===== src/rtl/switch_press_classifier.sv =====
// Classifies debounced switch presses as short or long, with optional auto-repeat
// while held (enabled by defining AUTO_REPEAT_EN), and keeps a 4-bit event tally.
module switch_press_classifier #(
  parameter int unsigned c_LONG_LIMIT   = 25000000,
  parameter int unsigned c_REPEAT_LIMIT = 5000000,
  parameter int unsigned c_CNT_WIDTH    = 25
) (
  input  logic       i_Clk,
  input  logic       i_Rst,
  input  logic       i_Switch,
  output logic       o_Short_Pulse,
  output logic       o_Long_Pulse,
  output logic       o_Repeat_Pulse,
  output logic       o_Active,
  output logic [3:0] o_Count
);

  localparam int unsigned c_TALLY_WIDTH = 4;
  localparam int unsigned c_MAX_LIMIT   =
    (c_LONG_LIMIT > c_REPEAT_LIMIT) ? c_LONG_LIMIT : c_REPEAT_LIMIT;
  localparam logic [c_CNT_WIDTH-1:0] c_LONG_LAST = c_CNT_WIDTH'(c_LONG_LIMIT - 1);

  // Elaboration-time guard on the limits and the counter width
  if (c_LONG_LIMIT < 2 || c_REPEAT_LIMIT < 2 ||
      ((c_MAX_LIMIT - 1) >> c_CNT_WIDTH) != 0) begin : g_param_check
    $error("switch_press_classifier: invalid limit or counter width parameters");
  end

  typedef enum logic [1:0] {
    IDLE,
    PRESSED,
    HELD
  } state_t;

  state_t                 state;
  state_t                 state_next;
  logic [c_CNT_WIDTH-1:0] cnt;
  logic [c_CNT_WIDTH-1:0] cnt_next;
  logic                   short_next;
  logic                   long_next;
  logic                   event_next;

`ifdef AUTO_REPEAT_EN
  localparam logic [c_CNT_WIDTH-1:0] c_REPEAT_LAST = c_CNT_WIDTH'(c_REPEAT_LIMIT - 1);
  logic repeat_next;
`endif

  // State and cycle counter
  always_ff @(posedge i_Clk or posedge i_Rst) begin
    if (i_Rst) begin
      state <= IDLE;
      cnt   <= '0;
    end else begin
      state <= state_next;
      cnt   <= cnt_next;
    end
  end

  // Next state and pulse decisions; release takes priority over a limit hit
  always_comb begin
    state_next = state;
    cnt_next   = cnt;
    short_next = 1'b0;
    long_next  = 1'b0;
`ifdef AUTO_REPEAT_EN
    repeat_next = 1'b0;
`endif
    case (state)
      IDLE: begin
        if (i_Switch) begin
          state_next = PRESSED;
          cnt_next   = '0;
        end
      end
      PRESSED: begin
        if (!i_Switch) begin
          state_next = IDLE;
          cnt_next   = '0;
          short_next = 1'b1;
        end else if (cnt == c_LONG_LAST) begin
          state_next = HELD;
          cnt_next   = '0;
          long_next  = 1'b1;
        end else begin
          cnt_next = cnt + c_CNT_WIDTH'(1);
        end
      end
      HELD: begin
        if (!i_Switch) begin
          state_next = IDLE;
          cnt_next   = '0;
        end
`ifdef AUTO_REPEAT_EN
        else if (cnt == c_REPEAT_LAST) begin
          repeat_next = 1'b1;
          cnt_next    = '0;
        end else begin
          cnt_next = cnt + c_CNT_WIDTH'(1);
        end
`endif
      end
      default: begin
        state_next = IDLE;
        cnt_next   = '0;
      end
    endcase
  end

`ifdef AUTO_REPEAT_EN
  assign event_next = short_next | long_next | repeat_next;
`else
  assign event_next = short_next | long_next;
`endif

  // Registered pulses, activity flag and wrapping tally
  always_ff @(posedge i_Clk or posedge i_Rst) begin
    if (i_Rst) begin
      o_Short_Pulse <= 1'b0;
      o_Long_Pulse  <= 1'b0;
      o_Active      <= 1'b0;
      o_Count       <= '0;
    end else begin
      o_Short_Pulse <= short_next;
      o_Long_Pulse  <= long_next;
      o_Active      <= (state_next != IDLE);
      o_Count       <= o_Count + c_TALLY_WIDTH'(event_next);
    end
  end

`ifdef AUTO_REPEAT_EN
  always_ff @(posedge i_Clk or posedge i_Rst) begin
    if (i_Rst) begin
      o_Repeat_Pulse <= 1'b0;
    end else begin
      o_Repeat_Pulse <= repeat_next;
    end
  end
`else
  assign o_Repeat_Pulse = 1'b0;
`endif

endmodule

===== config.mk =====
export PLATFORM = sky130hd
export DESIGN_NAME = switch_press_classifier
export DESIGN_NICKNAME = d
export VERILOG_FILES = /design/src/rtl/switch_press_classifier.sv
export SDC_FILE = /design/constraint.sdc
export NUM_CORES = 1
export LEC_CHECK = 0
export ABC_CLOCK_PERIOD_IN_PS = 2240
export CAP_MARGIN = 10
export CELL_PAD_IN_SITES_DETAIL_PLACEMENT = 0
export CELL_PAD_IN_SITES_GLOBAL_PLACEMENT = 1
export CORE_UTILIZATION = 45
export DETAILED_ROUTE_END_ITERATION = 10
export GPL_ROUTABILITY_DRIVEN = 0
export PLACE_DENSITY_LB_ADDON = 0.1
export SYNTH_ARGS = -nofsm -noshare
export SYNTH_HDL_FRONTEND = slang
export SYNTH_SLANG_ARGS = --single-unit

===== constraint.sdc =====
create_clock -name i_Clk -period 2.24 [get_ports i_Clk]
set_clock_uncertainty 0.2 [all_clocks]
set_input_delay 0.672 -clock i_Clk [delete_from_list [all_inputs] [get_ports i_Clk]]
set_output_delay 0.672 -clock i_Clk [all_outputs]
set_load 0.03 [all_outputs]

## Word-level counts from Yosys, hierarchy flattened

Index checks and enable logic that the tools add are counted.

- Equality and inequality tests: 5
- Bitwise operators: 1
- Reductions and logical operators: 3
- Muxes and demuxes: 15
- Add/subtract/negate cells: 2

Operator list:

| cell | number |
|---|---|
| $mux W25 | 4 |
| $pmux W25 S3 | 1 |
| $add A25 B1 Y25 const B | 1 |
| $eq A25 B25 Y1 const B | 1 |
| $mux W2 | 4 |
| $pmux W2 S3 | 1 |
| $mux W1 | 5 |
| $add A4 B1 Y4 | 1 |
| $ne A2 B2 Y1 const B | 2 |
| $eq A2 B1 Y1 const B | 1 |
| $eq A2 B2 Y1 const B | 1 |
| $logic_not A2 Y1 | 1 |
| $reduce_and A2 Y1 | 1 |
| $reduce_bool A2 Y1 | 1 |
| $or A1 B1 Y1 | 1 |

- Register bits: 34
- Input bits: 3
- Output and inout port bits: 8

## Longest topological paths before layout

Gate-level depths: netlist of run 1.

- Depth in word-level cells: 6
- Mapped depth: 8

## Least setup slack after synthesis of run 1

OpenSTA, ideal clock, no wires.

- Path type: flip-flop to flip-flop
- Start point: reg cnt[0]
- End point: reg o_Count[3]
- Stages on the path, launching flop included: 9
- Required time: 1907 ps
- Arrival time: 1705 ps
- Slack: 202 ps
- Period minus slack after synthesis: 2038 ps
- Cells stage by stage: dfrtp_1 ha_1 nand4_1 nor4_1 nand2_1 a21oi_1 ha_1 nand3_1 xnor2_1

- Word-level cells in the longest chain between the ends: 6

RTL lines:

| item | RTL line | text |
|---|---|---|
| from (decl) | 37 | `logic [c_CNT_WIDTH-1:0] cnt;` |
| from (signal assigned) | 55 | `cnt <= cnt_next;` |
| $eq A25 B25 Y1 | 80 | `end else if (cnt == c_LONG_LAST) begin` |
| $mux W1 | 80 |  |
| $mux W1 | 76 | `if (!i_Switch) begin` |
| $mux W1 | 68 | `case (state)` |
| $or A1 B1 Y1 | 112 | `assign event_next = short_next \| long_next;` |
| $add A4 B1 Y4 | 126 | `o_Count <= o_Count + c_TALLY_WIDTH'(event_next);` |
| to (signal assigned) | 126 |  |
| to (decl) | 15 | `output logic [3:0] o_Count` |

No other way between the ends.
A chain may end at the register's enable or synchronous reset.

## Worst setup path in the final report of run 1

- Start point: reg o_Count[1]
- End point: out o_Count[1]

No word-level cell between the ends.

==> results.yml, run 1 <==
placement:
  port-buffer-count: 9
  dp_hpwl_um: 2490
finish:
  regArea_um2: 851
  n_fill_cell: 309
  final_cell_mix: "34 x dfrtp_1, 20 x buf_4, 18 x nor2_1, 17 x nand2_1, 15 x xor2_1"
  antennaDiodeCount: 0
  syn2layout_area_growth_pct: 26.4
  drive_gt1_share_pct: 20.0
  final_common_cell: "dfrtp_1"
  nets: 210
  final_util_pct: 62.0
  multi_input_area_um2: 852
synth:
  yosys_warnings: 0
  ys_seq_area_share_pct: 50.0
  synth_area_um2: 1700
  synth_fa_ha_area_share_pct: 2.21
  ys.flop_type: "dfrtp_1"
  synth_compound_gate_area_share_pct: 10.3
  synth_cells: 171
  synth_fp_nets: 177
  async_flop_share_pct: 100
  synth_xor_area_share_pct: 9.27
  synth_area_leaders: "dfrtp_1 50%, xor2_1 7.7%, nor2_1 4.0%, nand2_1 3.8%, nand3_1 2.9%"
  synth_largest_area_cell: "dfrtp_1"
  synth.avg_cell_area_um2: 9.94
  synth_top_family_by_area: "simple AND/OR/NAND/NOR gates"
  ys_types: 39
  synth_top_area_share_pct: 50.0
  synth_mux_area_share_pct: 0.589
  synth_edf_count: 0
  ys_seq_elements: 34
  synth_simple_gate_area_share_pct: 25.2
floorplanning:
  fp.coreArea_um2: 3470
  ioPinCount: 11
  start_util_pct: 49.0
  die_h_um: 63.5
  row_count: 21
  dieArea_um2: 4030
  die_x_um: 63.5
job:
  max_cap_viol_count: 0
power_and_ir_drop:
  p_leak_nw: 0.969
  power_w: 0.00152
  ir_drop_mv: 0.676
  power_density_nw_per_um2: 709
worst_setup_path:
  slowest_stage: "clkdlybuf4s50_1"
  critPathRequiredTime_ns: 1.37
  cp_top_family: "buffers and inverters"
  worst_ep_arrival_time_ns: 1.35
  cp-end-kind: "output port"
  critical_path_class: "reg -> out"
  critical_path.cell_chain: "clkdlybuf4s50_1"
  startpoint_type: "flop"
  max_stage_delay_ns: 0.68
  cp_max_fo: 3
  path_buf_inv: 1
timing:
  fin_crit_ns: 2.22
  rsz0062_at_grt: "yes"
  slew_viol_final: 0
  fin_crit_sh_pct: 99.1
  clock.fmax_ghz: 0.451
  setup-violations-final: 0
  hold_violations: 0
grt:
  grt_max_degree: 35
  grt_antenna_before_repair: 0
  grt_usage_pct: 21.1
  overflow: 0
  grt_pass1_wl_um: 6420
  grt_pass1_vias: 1347
detailed_routing:
  viasPerCell: 5.28
  drt-pass1-iter-count: 5
  ant_nets: 0
  drc_errors: 0
  wirelength_um: 3600
  drt_iter0_markers: 68
  post_drt_wl_per_cell_um: 14.4
  vias: 1325
cts:
  cts_buffer_depth: 2
  worstSkewPairLatency_ns: 0.29
  cts_inserted_buffers: 5
  cts-htree-levels: 2
  clkSinkCount: 34
  cts_root_buf: "clkbuf_8"
  cts_tree: "yes"
  clk_pin_slew_ns: 0.07
status:
  status: "finished, final reports clean"
worst_hold_path:
  min_path_type: "reg -> reg"
-- repair_timing --
action / in CTS / in global routing
setup endpoints to repair: 0 / 11
setup buffers: 0 / 3
hold buffers: 0 / 0
gates resized for setup: 0 / 10
-- layer usage --
layer  vias up  GRT usage, %  routed length, um
met1       641          27.1               1710
met2        16          33.1               1750
li1        662             -                  -
met5         -             0                  0
met4         0          7.95                 54
met3         6          6.70                 93
-- registers in the layout, summed over array words and instances (netlist names) --
register       count
o_Short_Pulse      1
o_Active           1
o_Long_Pulse       1
cnt               25
o_Count            4
state              2
-- stage by stage --
stage,TNS (ns),instance area (um2),hold WS (ns),setup WS [ns],instances
floorplan,0,1700,0.244,0.202,171
global placement,-2.92,1970,0.264,-0.172,240
detailed placement,-3.06,1970,0.274,-0.216,240
CTS,0,2080,0.283,0.00252,248
global route,-0.0816,2150,0.307,-0.0362,251
finish,0,2150,0.270,0.0211,251
-- layout make-up --
cell class	instances	area share [%]
inverter	4	0.698
clock inverter	1	1.40
timing repair buffer	30	12.5
sequential	34	39.6
multi-input combinational	129	39.6
tap	46	2.68
clock buffer	7	3.55
-- cells in the mapped netlist (2+ instances only) --
master    instances
dfrtp_1          34
nor2_1           18
nand2_1          17
xor2_1           15
nand3_1          10
o21ai_0           9
a21oi_1           8
nand4_1           8
a31oi_1           4
and3_1            4
inv_1             4
nand2b_1          4
and2_1            3
ha_1              3
xnor2_1           3
buf_2             2
nor3_1            2
or3_1             2
-- report_power, final --
group / internal, W / switching (W) / total [W]
combinational: 0.000117 / 0.000156 / 0.000272
clock: 0.000333 / 0.000215 / 0.000548
sequential: 0.000663 / 0.0000407 / 0.000704
-- path summary, 6_finish.rpt --
path	startpoint	end	slack, ns	depth (start not counted)
min in group asynchronous	i_Rst	cnt[10]	0.58	3
max in group asynchronous	i_Rst	cnt[8]	0.93	3
worst max-delay path	o_Count[1]	o_Count[1]	0.02	1
worst max register to register	cnt[1]	o_Count[2]	0.14	8
worst min register to register	o_Count[3]	o_Count[3]	0.27	1
worst min-delay path	o_Count[3]	o_Count[3]	0.27	1
-- logic make-up after synthesis --
kind of cell               count (synthesis)
muxes                                      1
buffers and inverters                      8
AOI/OAI and AO/OA                         28
DFF                                       34
and+or+nand+nor                           78
xor gates and xnor gates                  18
adders and majority gates                  3
other                                      1
Power figures use the tool's default switching activity.
==> run 2: changes to the inputs <==
CTS_CLUSTER_SIZE = 20   (was unset)
==> results of run 2 <==
Same layout as run 1: the final DEF is identical, and so are final timing and power.
==> run 3: changes to the inputs <==
ABC_AREA = 1   (was unset)
ABC_CLOCK_PERIOD_IN_PS = 1900   (was 2240)
CORE_UTILIZATION = 39   (was 45)
GPL_TIMING_DRIVEN = 0   (was unset)
clock period = 1.9 ns   (was 2.24 ns; I/O delays follow)
==> run 3 against run 2 <==
Critical path depth stayed put. Cell area increased by 23%. Synthesized area is 21% higher. Combinational power is 22% higher. Final cell count rose by 54%. Total power up 21%. Global-route usage fell by 0.42 points. Non-clock buffer count is 6 lower. Die area rose by 38%. Sequential share of layout area fell by 7.2 points. Synthesized cell count up 70%. Core utilization shrank 10 points. Critical endpoint unchanged. Largest cell class unchanged.
==> results.yml, run 3 <==
detailed_routing:
  post_drt_wl_per_cell_um: 13.5
  ant_nets: 0
  drc_errors: 0
  drt-pass1-iter-count: 4
  drt_iter0_markers: 134
  wirelength_um: 5240
  viasPerCell: 4.79
  vias: 1853
finish:
  final_util_pct: 51.9
  regArea_um2: 852
  largest_registers: "cnt: 25 flops, o_Count: 4 flops, state: 2 flops"
  nets: 323
  final_cell_mix: "78 x nand2_1, 38 x nor2_1, 36 x inv_1, 33 x dfrtp_1, 24 x nand3_1"
  syn2layout_area_growth_pct: 28.4
  multi_input_area_um2: 1180
  final_cell_count_no_fill: 387
  drive_gt1_share_pct: 20.5
  regMostFlops: "cnt"
  n_fill_cell: 534
  largest_register_ffs: 25
  fin_area_um2: 2630
  final_common_cell: "nand2_1"
  antennaDiodeCount: 0
synth:
  synth_cells: 290
  synth_area_leaders: "dfrtp_1 41%, nand2_1 15%, nor2_1 9.3%, inv_1 6.6%, nand3_1 6.3%"
  ys_types: 28
  synth_area_um2: 2050
  synth_edf_count: 0
  ys_seq_elements: 34
  synth_top_area_share_pct: 41.5
  synth.avg_cell_area_um2: 7.08
  async_flop_share_pct: 100
  ys.flop_type: "dfrtp_1"
  yosys_warnings: 0
  synth_largest_area_cell: "dfrtp_1"
  ys_seq_area_share_pct: 41.5
  netlist_top_cells_count: "80 x nand2_1, 51 x nor2_1, 36 x inv_1"
  yosysMostFrequentCell: "nand2_1"
  synth_fp_nets: 296
worst_setup_path:
  startpoint_type: "flop"
  r2r_end: "o_Count[2]"
  cp_top_family: "flip-flops"
  critical_path_class: "reg -> out"
  path_buf_inv: 1
  cp_max_fo: 3
  rrSetupSlack_ns: 0.04
  critPathRequiredTime_ns: 1.13
  r2r_start: "cnt[0]"
  cp-end-kind: "output port"
  slowest_stage: "dfrtp_1"
  ff2ff_path_depth: 10
  critical_path.cell_chain: "dlygate4sd2_1"
  worst_ep_arrival_time_ns: 1.12
  max_stage_delay_ns: 0.42
cts:
  worstSkewPairLatency_ns: 0.29
  ctsHoldBuffers: 0
  clk_pin_slew_ns: 0.07
  clkSinkCount: 34
  cts_root_buf: "clkbuf_8"
  cts_buffer_depth: 2
  cts_tree: "yes"
  cts_inserted_buffers: 5
  cts-htree-levels: 2
power_and_ir_drop:
  power_w: 0.00184
  power_density_nw_per_um2: 699
  ir_drop_mv: 0.537
  p_leak_nw: 1.08
floorplanning:
  die_h_um: 74.5
  die_x_um: 74.5
  dieArea_um2: 5560
  row_count: 26
  ioPinCount: 11
  fp.coreArea_um2: 5070
  start_util_pct: 40.4
job:
  max_cap_viol_count: 0
placement:
  dp_hpwl_um: 3790
  postPlaceCellArea_um2: 2260
  port-buffer-count: 9
  preCtsSetupSlack_ns: -0.706
  dp_cells: 370
worst_hold_path:
  worstHoldStart: "o_Count[3]"
  hold_path_depth: 1
  whs_endpoint: "o_Count[3]"
  min_path_type: "reg -> reg"
grt:
  grt_max_degree: 23
  overflow: 0
  grt_pass1_vias: 1693
  grt_antenna_before_repair: 0
  grt_pass1_wl_um: 8360
  grt_usage_pct: 20.7
timing:
  hold_violations: 0
  worst_pin_slew_ns: 0.604
  fin_crit_sh_pct: 99.5
  layout_setup_ws_ns: 0.00943
  fin_crit_ns: 1.89
  slew_viol_final: 0
  clock.fmax_ghz: 0.529
  rsz0062_at_grt: "yes"
  max-slew-margin-rel_pct: 59.7
  setup-violations-final: 0
status:
  status: "finished, final reports clean"
[run 3: cell count changes in the layout (fill, tap and decap cells not counted), sizes merged, moves of 8 or more]
cell,previous run,this run
inv,4,40
nand3,11,27
nand2,17,85
nor2,19,58
xor2,15,7
[run 3: power breakdown]
group / switching, W / internal, W / leakage [nW]
clock network: 0.000266 / 0.000420 / 0.0573
logic: 0.000205 / 0.000126 / 0.566
registers: 0.0000497 / 0.000774 / 0.458
[run 3: timing repair]
item,in CTS,in global routing
buffers inserted,5,5
endpoints found under the hold margin,0,0
gates resized for setup,19,37
endpoints found under the setup margin,31,20
pin swaps,5,12
gates cloned,0,1
[run 3: cell families after synthesis]
| family | share of synthesized area, % |
|---|---|
| flip-flops | 41.5 |
| buffers and inverters | 8.84 |
| XOR/XNOR | 3.84 |
| AO/OA/AOI/OAI | 3.54 |
| adder cells (fa/ha/maj) | 1.83 |
| other | 0.183 |
| AND/OR/NAND/NOR | 40.3 |
[run 3: how the worst max path moves through the flow]
stage	slack, ns	to	cells past startpoint	startpoint
floorplan	0.0001	o_Count[2]	10	cnt[0]
global placement	-0.70	o_Count[2]	8	i_Switch
detailed placement	-0.71	o_Count[2]	8	i_Switch
CTS	0.003	o_Count[2]	10	cnt[0]
global route	-0.1	o_Count[2]	10	cnt[0]
finish	0.009	o_Count[1]	1	o_Count[1]
[run 3: per-layer routing]
| layer | vias to the layer above | wire length (um) | track usage, % | part of all wire (%) |
|---|---|---|---|---|
| met2 | 21 | 2430 | 30.4 | 46 |
| met5 | - | 0 | 0 | 0 |
| met4 | 0 | 102 | 8.60 | 1.9 |
| met1 | 861 | 2600 | 30.0 | 50 |
| li1 | 962 | - | - | - |
| met3 | 9 | 101 | 3.39 | 1.9 |
[run 3: area by class of cell]
cell class	count	share of cell area [%]
Multi-Input combinational cell	212	44.7
Tap cell	70	3.33
Buffer	3	1.33
Timing Repair Buffer	21	8.03
Sequential cell	34	32.4
Clock buffer	6	3.14
Inverter	40	5.99
Clock inverter	1	1.14
[run 3: stage by stage]
stage	TNS, ns	hold WS (ns)
after global routing	-0.639	0.301
after CTS	0	0.279
final	0	0.264
after detailed placement	-13.31	0.270
after floorplan	0	0.240
after global placement	-29.34	0.262
